### config.mk
export PLATFORM = sky130hd
export DESIGN_NAME = uart_rx
export DESIGN_NICKNAME = d
export VERILOG_FILES = /design/src/rtl/uart_pkg.sv /design/src/rtl/uart_rx_fifo.sv /design/src/rtl/uart_rx.sv
export SDC_FILE = /design/constraint.sdc
export NUM_CORES = 1
export LEC_CHECK = 0
export CORE_MARGIN = 8
export CORE_UTILIZATION = 40
export CTS_BUF_LIST = sky130_fd_sc_hd__clkbuf_4
export CTS_CLUSTER_SIZE = 40
export DETAILED_ROUTE_END_ITERATION = 8
export DONT_BUFFER_PORTS = 1
export HOLD_SLACK_MARGIN = 0.05
export PLACE_DENSITY = 0.65
export SYNTH_ARGS = -nofsm -noshare
export SYNTH_HDL_FRONTEND = slang
export SYNTH_SLANG_ARGS = --single-unit
### constraint.sdc
create_clock -name clk -period 3.2 [get_ports clk]
set_input_delay 0.64 -clock clk [delete_from_list [all_inputs] [get_ports clk]]
set_output_delay 0.64 -clock clk [all_outputs]
set_load 0.01 [all_outputs]
### src/rtl/uart_pkg.sv
// rtl/uart_pkg.sv - register offsets, status bit indices and FSM states shared by the UART blocks
package uart_pkg;

    localparam logic [7:0] REG_DATA    = 8'h00;
    localparam logic [7:0] REG_CLK_DIV = 8'h04;
    localparam logic [7:0] REG_STATUS  = 8'h08;

    localparam int ST_AVAIL   = 0;
    localparam int ST_OVERRUN = 1;
    localparam int ST_FRAMING = 2;

    typedef enum logic [1:0] {
        S_IDLE  = 2'd0,
        S_START = 2'd1,
        S_DATA  = 2'd2,
        S_STOP  = 2'd3
    } uart_state_e;

endpackage

### src/rtl/uart_rx_fifo.sv
// rtl/uart_rx_fifo.sv - received-byte FIFO; a pop in the same cycle frees room for a push when full
module uart_rx_fifo #(
    parameter int DEPTH = 4
) (
    input  logic       clk,
    input  logic       rst,
    input  logic       push,
    input  logic       pop,
    input  logic [7:0] din,
    output logic [7:0] dout,
    output logic       empty,
    output logic       full
);

    localparam int AW = $clog2(DEPTH);
    localparam logic [AW:0] PTR_ONE = {{AW{1'b0}}, 1'b1};

    logic [AW:0] wptr_q, wptr_d;
    logic [AW:0] rptr_q, rptr_d;
    logic [7:0]  mem_q [DEPTH];
    logic        do_push;
    logic        do_pop;

    always_comb begin
        empty   = (wptr_q == rptr_q);
        full    = (wptr_q[AW] != rptr_q[AW]) && (wptr_q[AW-1:0] == rptr_q[AW-1:0]);
        do_pop  = pop && !empty;
        do_push = push && (!full || do_pop);
        wptr_d  = do_push ? wptr_q + PTR_ONE : wptr_q;
        rptr_d  = do_pop  ? rptr_q + PTR_ONE : rptr_q;
        dout    = mem_q[rptr_q[AW-1:0]];
    end

    always_ff @(posedge clk) begin
        if (rst) begin
            wptr_q <= '0;
            rptr_q <= '0;
        end else begin
            wptr_q <= wptr_d;
            rptr_q <= rptr_d;
        end
    end

    // On a full push+pop the write slot equals the head slot; dout was already consumed.
    always_ff @(posedge clk) begin
        if (do_push) begin
            mem_q[wptr_q[AW-1:0]] <= din;
        end
    end

endmodule

### src/rtl/uart_rx.sv
// rtl/uart_rx.sv - UART receiver with programmable bit period, status register and byte FIFO
module uart_rx
    import uart_pkg::*;
#(
    parameter int FIFO_DEPTH = 4
) (
    input  logic        clk,
    input  logic        rst,
    input  logic        wen,
    input  logic        ren,
    input  logic [31:0] addr,
    input  logic [31:0] wdata,
    output logic [31:0] rdata,
    input  logic        rx
);

    logic        rx_s1_q, rx_s2_q, rx_prev_q;
    uart_state_e state_q, state_d;
    logic [31:0] cnt_q, cnt_d;
    logic [2:0]  bit_cnt_q, bit_cnt_d;
    logic [7:0]  shift_q, shift_d;
    logic        stop_wait_q, stop_wait_d;
    logic [31:0] clk_div_q, clk_div_d;
    logic        ovr_q, ovr_d;
    logic        fe_q, fe_d;
    logic [31:0] rdata_q, rdata_d;

    logic [7:0]  reg_addr;
    logic        wr_div, wr_stat, rd_data;
    logic        expired;
    logic        push, pop, set_fe, set_ovr;
    logic [7:0]  fifo_dout;
    logic        fifo_empty, fifo_full;
    logic [31:0] status;

    uart_rx_fifo #(.DEPTH(FIFO_DEPTH)) u_fifo (
        .clk   (clk),
        .rst   (rst),
        .push  (push),
        .pop   (pop),
        .din   (shift_q),
        .dout  (fifo_dout),
        .empty (fifo_empty),
        .full  (fifo_full)
    );

    always_comb begin
        state_d     = state_q;
        cnt_d       = cnt_q;
        bit_cnt_d   = bit_cnt_q;
        shift_d     = shift_q;
        stop_wait_d = stop_wait_q;
        clk_div_d   = clk_div_q;
        rdata_d     = rdata_q;
        push        = 1'b0;
        set_fe      = 1'b0;

        reg_addr = addr[7:0];
        wr_div   = wen && (reg_addr == REG_CLK_DIV);
        wr_stat  = wen && (reg_addr == REG_STATUS);
        rd_data  = ren && (reg_addr == REG_DATA);
        expired  = (cnt_q == 32'd0);

        // Counter is loaded with (period - 1) and the sample is taken when it reaches zero.
        unique case (state_q)
            S_IDLE: begin
                if (!rx_s2_q && rx_prev_q) begin
                    state_d = S_START;
                    cnt_d   = clk_div_q >> 1;
                end
            end
            S_START: begin
                if (expired) begin
                    if (!rx_s2_q) begin
                        state_d   = S_DATA;
                        bit_cnt_d = 3'd0;
                        cnt_d     = clk_div_q;
                    end else begin
                        state_d = S_IDLE;
                    end
                end else begin
                    cnt_d = cnt_q - 32'd1;
                end
            end
            S_DATA: begin
                if (expired) begin
                    shift_d = {rx_s2_q, shift_q[7:1]};
                    cnt_d   = clk_div_q;
                    if (bit_cnt_q == 3'd7) begin
                        state_d = S_STOP;
                    end else begin
                        bit_cnt_d = bit_cnt_q + 3'd1;
                    end
                end else begin
                    cnt_d = cnt_q - 32'd1;
                end
            end
            S_STOP: begin
                if (stop_wait_q) begin
                    if (rx_s2_q) begin
                        state_d     = S_IDLE;
                        stop_wait_d = 1'b0;
                    end
                end else if (expired) begin
                    if (rx_s2_q) begin
                        push    = 1'b1;
                        state_d = S_IDLE;
                    end else begin
                        set_fe      = 1'b1;
                        stop_wait_d = 1'b1;
                    end
                end else begin
                    cnt_d = cnt_q - 32'd1;
                end
            end
            default: state_d = S_IDLE;
        endcase

        if (wr_div) begin
            clk_div_d   = wdata;
            state_d     = S_IDLE;
            cnt_d       = 32'd0;
            bit_cnt_d   = 3'd0;
            stop_wait_d = 1'b0;
            push        = 1'b0;
            set_fe      = 1'b0;
        end

        pop     = rd_data && !fifo_empty;
        set_ovr = push && fifo_full && !pop;
        ovr_d   = (ovr_q && !(wr_stat && wdata[ST_OVERRUN])) || set_ovr;
        fe_d    = (fe_q  && !(wr_stat && wdata[ST_FRAMING])) || set_fe;

        status             = 32'd0;
        status[ST_AVAIL]   = !fifo_empty;
        status[ST_OVERRUN] = ovr_q;
        status[ST_FRAMING] = fe_q;

        if (ren) begin
            unique case (reg_addr)
                REG_DATA:    rdata_d = fifo_empty ? 32'd0 : {24'd0, fifo_dout};
                REG_CLK_DIV: rdata_d = clk_div_q;
                REG_STATUS:  rdata_d = status;
                default:     rdata_d = 32'd0;
            endcase
        end
    end

    always_ff @(posedge clk) begin
        if (rst) begin
            rx_s1_q     <= 1'b1;
            rx_s2_q     <= 1'b1;
            rx_prev_q   <= 1'b1;
            state_q     <= S_IDLE;
            cnt_q       <= 32'd0;
            bit_cnt_q   <= 3'd0;
            shift_q     <= 8'd0;
            stop_wait_q <= 1'b0;
            clk_div_q   <= 32'd1;
            ovr_q       <= 1'b0;
            fe_q        <= 1'b0;
            rdata_q     <= 32'd0;
        end else begin
            rx_s1_q     <= rx;
            rx_s2_q     <= rx_s1_q;
            rx_prev_q   <= rx_s2_q;
            state_q     <= state_d;
            cnt_q       <= cnt_d;
            bit_cnt_q   <= bit_cnt_d;
            shift_q     <= shift_d;
            stop_wait_q <= stop_wait_d;
            clk_div_q   <= clk_div_d;
            ovr_q       <= ovr_d;
            fe_q        <= fe_d;
            rdata_q     <= rdata_d;
        end
    end

    assign rdata = rdata_q;

endmodule

==> reports/qor.csv, run 1 <==
metric,value,unit
status,completed,
maxSlewHeadroom,41.4,%
post-route-period-util,92.7,%
cts_made_buffers,17,
yosys_warnings,0,
final_cells,1024,
worstPathRequired,3640,ps
fillerInstances,1788,
area_delta_synth_final,6.26,%
leakagePower,2.61,nW
antenna_found_initial,1,
nNetsFinal,863,
clk_latency,550,ps
synth-edff-count,32,
tns,0,ps
finalHoldViolations,0,
drc_errors,0,
ctsResizeCount,0,
end_kind,flip-flop,
synthArstFlopShare,0,%
critPathMaxStageDelay,580,ps
p_per_area,794,nW/µm²
drv_slew,0,
ir_drop,508,µV
crit_chain,or4_4 -> or4_4 -> or3_4 -> a21oi_4 -> o21ai_0 -> a32o_1,
postLayoutCoreUtil,43.1,%
crit_arrival,3410,ps
core.rowCount,49,
dp_hpwl,12400,µm
synth_top_area_cell,dfxtp_1,
syn_area,7260,µm²
die-height,151,µm
io_pins,101,
grt_max_degree,87,
p_total,6.12,mW
crit_slowest_cell,or4_4,
grt_use_total,16.7,%
cts.sinks,155,
worst-path-max-fanout,15,
hold_path.startpoint,rst,
post_cts_buffers,0,
vias,5713,
regArea,3420,µm²
cts-root-buf,clkbuf_4,
drt_iter0_drc,533,
grt_pass1_vias,5455,
synth_top_area_share,33.9,%
drt-wirelength-per-cell,18.0,µm
htreeDepth,4,
reg2reg_from,cnt_q[25],
path_class,reg2reg,
port_buffers,0,
synth-seq-cells,155,
drv_cap,0,
coreArea,17900,µm²
worst_pin_slew,878,ps
fin_skew,17.5,ps
clk_pin_slew,140,ps
gp_congestion,0.845,
routed_via_density,5.58,
worst_slack,233,ps
die_w,151,µm
postCtsHoldBufs,0,
syn-mean-instance-area,9.11,µm²
period_needed,2970,ps
cpMostUsedCell,or4_4,
crit_path_start_kind,flip-flop,
synthesis.nets,879,
synthFlopType,dfxtp_1,
synth_cell_types,59,
rsz0062_at_grt,false,
start_util,40.5,%
wirelength,18400,µm
dieArea,22700,µm²
holdCritPathClass,in2reg,
cts_tree,built,
crit_start,cnt_q[25],
clk_path_buf_depth,2,
finalSetupViolCount,0,
dpl.cell_count,991,
synth.yosys.seq_area_share,47.2,%
synth_area_leaders,"dfxtp_1 34%, edfxtp_1 13%, a21oi_1 6.9%",
multiInputGateArea,3550,µm²
grt.overflow.total,0,
ant_nets,0,
syn_inst,797,
place_ws,295,ps
grt_pass1_wl,30000,µm
drive_gt1_share,9.70,%
max_freq,0.337,GHz
drt-pass1-iter-count,5,
cell usage in the layout (no fill, tap or decap), types with 9 or more instances in the layout:
| cell type | count |
|---|---|
| dfxtp_1 | 123 |
| nand2_1 | 105 |
| a21oi_1 | 100 |
| nand2b_1 | 46 |
| nand3_1 | 45 |
| nor2_1 | 32 |
| edfxtp_1 | 32 |
| o21ai_0 | 27 |
| buf_4 | 21 |
| xnor2_1 | 19 |
| nor3_1 | 19 |
| a32o_1 | 18 |
| clkbuf_4 | 17 |
| a221oi_1 | 13 |
| xor2_1 | 13 |
| inv_1 | 13 |
| nor4_1 | 12 |
| ha_1 | 12 |
| o21ai_1 | 11 |
| o31ai_1 | 11 |
| nor2b_1 | 9 |
state kept, by name (all words and copies together) (netlist names), named ones only:
| name | flops |
|---|---|
| cnt_q | 32 |
| u_fifo.rptr_q | 3 |
| rdata | 32 |
| ovr_q | 1 |
| state_q | 1 |
| fe_q | 1 |
| rx_s2_q | 1 |
| bit_cnt_q | 3 |
| rx_s1_q | 1 |
| rx_prev_q | 1 |
| clk_div_q | 32 |
| stop_wait_q | 1 |
| shift_q | 8 |
| u_fifo.mem_q | 32 |
| u_fifo.wptr_q | 3 |
layer usage:
| metal | vias to the layer above | wire, µm | global-route usage (%) |
|---|---|---|---|
| met2 | 120 | 8960 | 27.5 |
| met5 | - | 0 | 0 |
| li1 | 2840 | - | - |
| met3 | 17 | 778 | 3.46 |
| met4 | 0 | 201 | 4.80 |
| met1 | 2736 | 8490 | 21.6 |
report_power, final:
| group | internal (mW) | total (mW) | switching [mW] |
|---|---|---|---|
| clock network | 0.320 | 1.06 | 0.744 |
| registers | 2.09 | 2.21 | 0.123 |
| logic | 1.12 | 2.85 | 1.73 |
per-stage QoR:
stage                     cell area (µm²)  hold WS, ps
after CTS                            7710         85.5
after detailed placement             7470          411
final                                7710          136
after global routing                 7710         69.8
after floorplan                      7260          389
after global placement               7470          412
Yosys cell counts (4+ instances only):
| master | instances |
|---|---|
| a32o_1 | 18 |
| clkbuf_1 | 43 |
| xor2_1 | 13 |
| nand4_1 | 6 |
| inv_1 | 13 |
| o21ai_1 | 11 |
| and2_1 | 8 |
| nor4_1 | 13 |
| o21ai_0 | 27 |
| a21oi_1 | 100 |
| nand2b_1 | 46 |
| o31ai_1 | 11 |
| xnor2_1 | 19 |
| nand3_1 | 45 |
| mux4_2 | 8 |
| buf_2 | 6 |
| nor2b_1 | 9 |
| nor2_1 | 32 |
| ha_1 | 13 |
| nor3_1 | 19 |
| a22o_1 | 5 |
| or2_2 | 4 |
| dfxtp_1 | 123 |
| edfxtp_1 | 32 |
| nand2_1 | 105 |
| a221oi_1 | 13 |
area by class of cell:
| cell class | instances | share of cell area (%) |
|---|---|---|
| inverters | 13 | 0.633 |
| diodes | 1 | 0.0325 |
| flip-flops and latches | 155 | 44.4 |
| repair buffers | 21 | 2.04 |
| well taps | 229 | 3.72 |
| multi-input cells | 573 | 46.1 |
| clock inverters | 15 | 1.46 |
| clock buffers | 17 | 1.66 |
critical path: cells and delay by family, from the launching register on:
| family | cells | cell delay (ps) |
|---|---|---|
| AO/OA/AOI/OAI | 3 | 890 |
| flip-flops | 1 | 390 |
| AND/OR/NAND/NOR | 3 | 1570 |
path summary, 6_finish.rpt:
check | to | slack, ps | depth (start not counted)
max | cnt_q[11] | 230 | 6
min | shift_q[3] | 140 | 1
max reg2reg | cnt_q[11] | 230 | 6
min reg2reg | rx_s2_q | 440 | 1
logic make-up after synthesis:
logic type | Yosys count | synth area share (%)
and+or+nand+nor | 309 | 21.6
AOI/OAI and AO/OA | 208 | 18.1
DFF | 155 | 47.2
buffers and inverters | 69 | 4.09
xor gates and xnor gates | 32 | 3.86
adders and majority gates | 13 | 2.24
muxes | 11 | 2.97
No activity file was read; power rests on OpenSTA's default activity.
==> inputs of run 2 (changes only) <==
==> constraint.sdc (replaced) <==
create_clock -name clk -period 2.95 [get_ports clk]
set_input_delay 0.59 -clock clk [delete_from_list [all_inputs] [get_ports clk]]
set_output_delay 0.59 -clock clk [all_outputs]
set_load 0.01 [all_outputs]
==> run 2 against run 1 <==
  * Design area up 2.1%
  * Largest cell class unchanged
  * Clock power rose by 8%
  * Worst hold slack got worse by 27 ps
  * Core utilization grew 0.89 points
  * Wire length rose by 3.3%
  * Critical path depth rose by 1
  * Global-route usage rose by 0.29 points
  * Fmax up 8.4%
  * First-iteration DRC count down 14%
  * Clock skew grew 1.6 ps
==> reports/qor.csv, run 2 (same netlist as run 1, synthesis figures left out) <==
metric,value,unit,change
combPwrFrac,47.7,%,+1.2 points
worst-path-max-fanout,16,,+1
max_freq,0.365,GHz,+8.4%
drv_slew,0,,unchanged
final_cell_mix,"123 x dfxtp_1, 105 x nand2_1, 100 x a21oi_1, 46 x nand2b_1, 45 x nand3_1",,
cts_made_buffers,17,,unchanged
end_kind,flip-flop,,
wirelength,19000,µm,+3.3%
cts_tree,built,,
io_pins,101,,unchanged
ant_nets,0,,unchanged
crit_arrival,3240,ps,-170 ps
regArea,3420,µm²,unchanged
routed_via_density,5.67,,+1.6%
multiInputGateArea,3550,µm²,unchanged
port_buffers,0,,unchanged
crit_path_start_kind,flip-flop,,
reg2reg_from,cnt_q[26],,
tns,0,ps,unchanged
grt_pass1_vias,5437,,-0.33%
fin_hold_ws,109,ps,-27.1 ps
drt-pass1-iter-count,5,,unchanged
drt-wirelength-per-cell,18.4,µm,+2.1%
die-height,151,µm,unchanged
internal_power,4.00,mW,+13%
hold_path.startpoint,rst,,
crit_start,cnt_q[26],,
core.rowCount,49,,unchanged
fillerInstances,1731,,-3.2%
path_class,reg2reg,,
worstPathRequired,3450,ps,-190 ps
power_switching,2.78,mW,+7.0%
coreArea,17900,µm²,unchanged
finalHoldViolations,0,,unchanged
r2r_cells,7,,+1
sequentialPowerShare,35.3,%,-0.8 points
drive_gt1_share,10.4,%,+0.72 points
grt_max_degree,64,,-26%
clkPwrFrac,17.0,%,-0.4 points
finalSetupViolCount,0,,unchanged
holdCritPathClass,in2reg,,
drt_iter0_drc,458,,-14%
rsz0062_at_grt,false,,
post-route-period-util,92.8,%,+0.093 points
r2r_setup_slack,210,ps,-20 ps
clk_pin_slew,130,ps,about the same
clk_path_buf_depth,2,,unchanged
dp_hpwl,12500,µm,+0.41%
period_needed,2740,ps,-229 ps
status,completed,,
start_util,40.5,%,unchanged
dieArea,22700,µm²,unchanged
nNetsFinal,877,,+1.6%
hold_path_depth,1,,unchanged
clk_latency,560,ps,about the same
fin_skew,19.1,ps,+1.59 ps
maxSlewHeadroom,44.8,%,+3.4 points
cts-root-buf,clkbuf_4,,
worst_pin_slew,827,ps,-51.3 ps
antenna_found_initial,1,,unchanged
grt.overflow.total,0,,unchanged
ir_drop,499,µV,-1.8%
grt_pass1_wl,30200,µm,+0.78%
leakagePower,2.68,nW,+2.7%
mostFrequentLayoutCell,dfxtp_1,,
p_sw_share,41.0,%,-1.4 points
vias,5875,,+2.8%
cts.sinks,155,,unchanged
drc_errors,0,,unchanged
die_w,151,µm,unchanged
drv_cap,0,,unchanged
r2r-end,cnt_q[10],,
hold_end,clk_div_q[7],,
area_delta_synth_final,8.47,%,
gp_congestion,0.830,,-1.8%
post_cts_buffers,0,,unchanged
p_per_area,861,nW/µm²,+8.5%
htreeDepth,4,,unchanged
grt_use_total,17.0,%,+0.29 points
==> run 2: cell types whose count changed in the layout (fill, tap and decap cells not counted), sizes merged <==
cell,before,now
inv,19,15
buf,21,31
bufinv,0,1
clkinvlp,0,3
clkinv,9,6
dlygate4sd3,0,4
clkbuf,17,18
==> run 2: worst max path at each step <==
stage | endpoint | slack, ps
CTS | cnt_q[10] | 220
finish | cnt_q[10] | 210
global placement | cnt_q[0] | 270
global route | cnt_q[19] | 70
floorplan | u_fifo.mem_q[3][0] | 30
detailed placement | cnt_q[1] | 280
==> run 2: worst max-delay path: stages, from the launching register on <==
cell and delay [ps]:
dfxtp_1 380, or4_4 550, or4_4 510, o41ai_2 410
nand2_1 330, nor2_4 200, buf_12 160, a32o_1 140
==> run 2: repair_timing <==
item,CTS,global route
gates resized for setup,0,0
hold buffers,4,1
hold endpoints to repair,36,9
==> run 2: per-stage QoR <==
stage / total power, mW / setup slack [ps] / util (%) / cells / instance area (µm²)
floorplan: 4.82 / 32.8 / - / 797 / 7260
global placement: 5.58 / 273 / 42.3 / 1000 / 7570
detailed placement: 5.60 / 284 / 42.3 / 1000 / 7570
CTS: 6.78 / 220 / 43.9 / 1034 / 7860
global route: 7.21 / 69.7 / 44.0 / 1036 / 7870
finish: 6.78 / 212 / 44.0 / 1036 / 7870
==> run 2: metal layers <==
| metal | vias to the layer above | share of wire [%] | track usage [%] |
|---|---|---|---|
| li1 | 2875 | - | - |
| met1 | 2841 | 44 | 22.0 |
| met2 | 142 | 49 | 27.3 |
| met3 | 17 | 5.0 | 4.21 |
| met4 | 0 | 1.4 | 5.34 |
| met5 | - | 0 | 0 |
==> run 2: area by class of cell <==
type | instances | area share, %
Clock buffer | 18 | 1.72
Inverter | 13 | 0.620
Antenna cell | 1 | 0.0318
Timing Repair Buffer | 35 | 4.10
Tap cell | 229 | 3.64
Sequential cell | 155 | 43.5
Multi-Input combinational cell | 573 | 45.1
Clock inverter | 12 | 1.27
==> run 2: power by group through the flow <==
stage / registers [mW] / logic [mW] / clock network, mW
6_report: 2.39 / 3.23 / 1.15
5_1_grt: 2.41 / 3.53 / 1.27
4_1_cts: 2.39 / 3.20 / 1.19
3_5_place_dp: 2.44 / 3.16 / 0
3_3_place_gp: 2.43 / 3.14 / 0
2_1_floorplan: 2.41 / 2.41 / 0
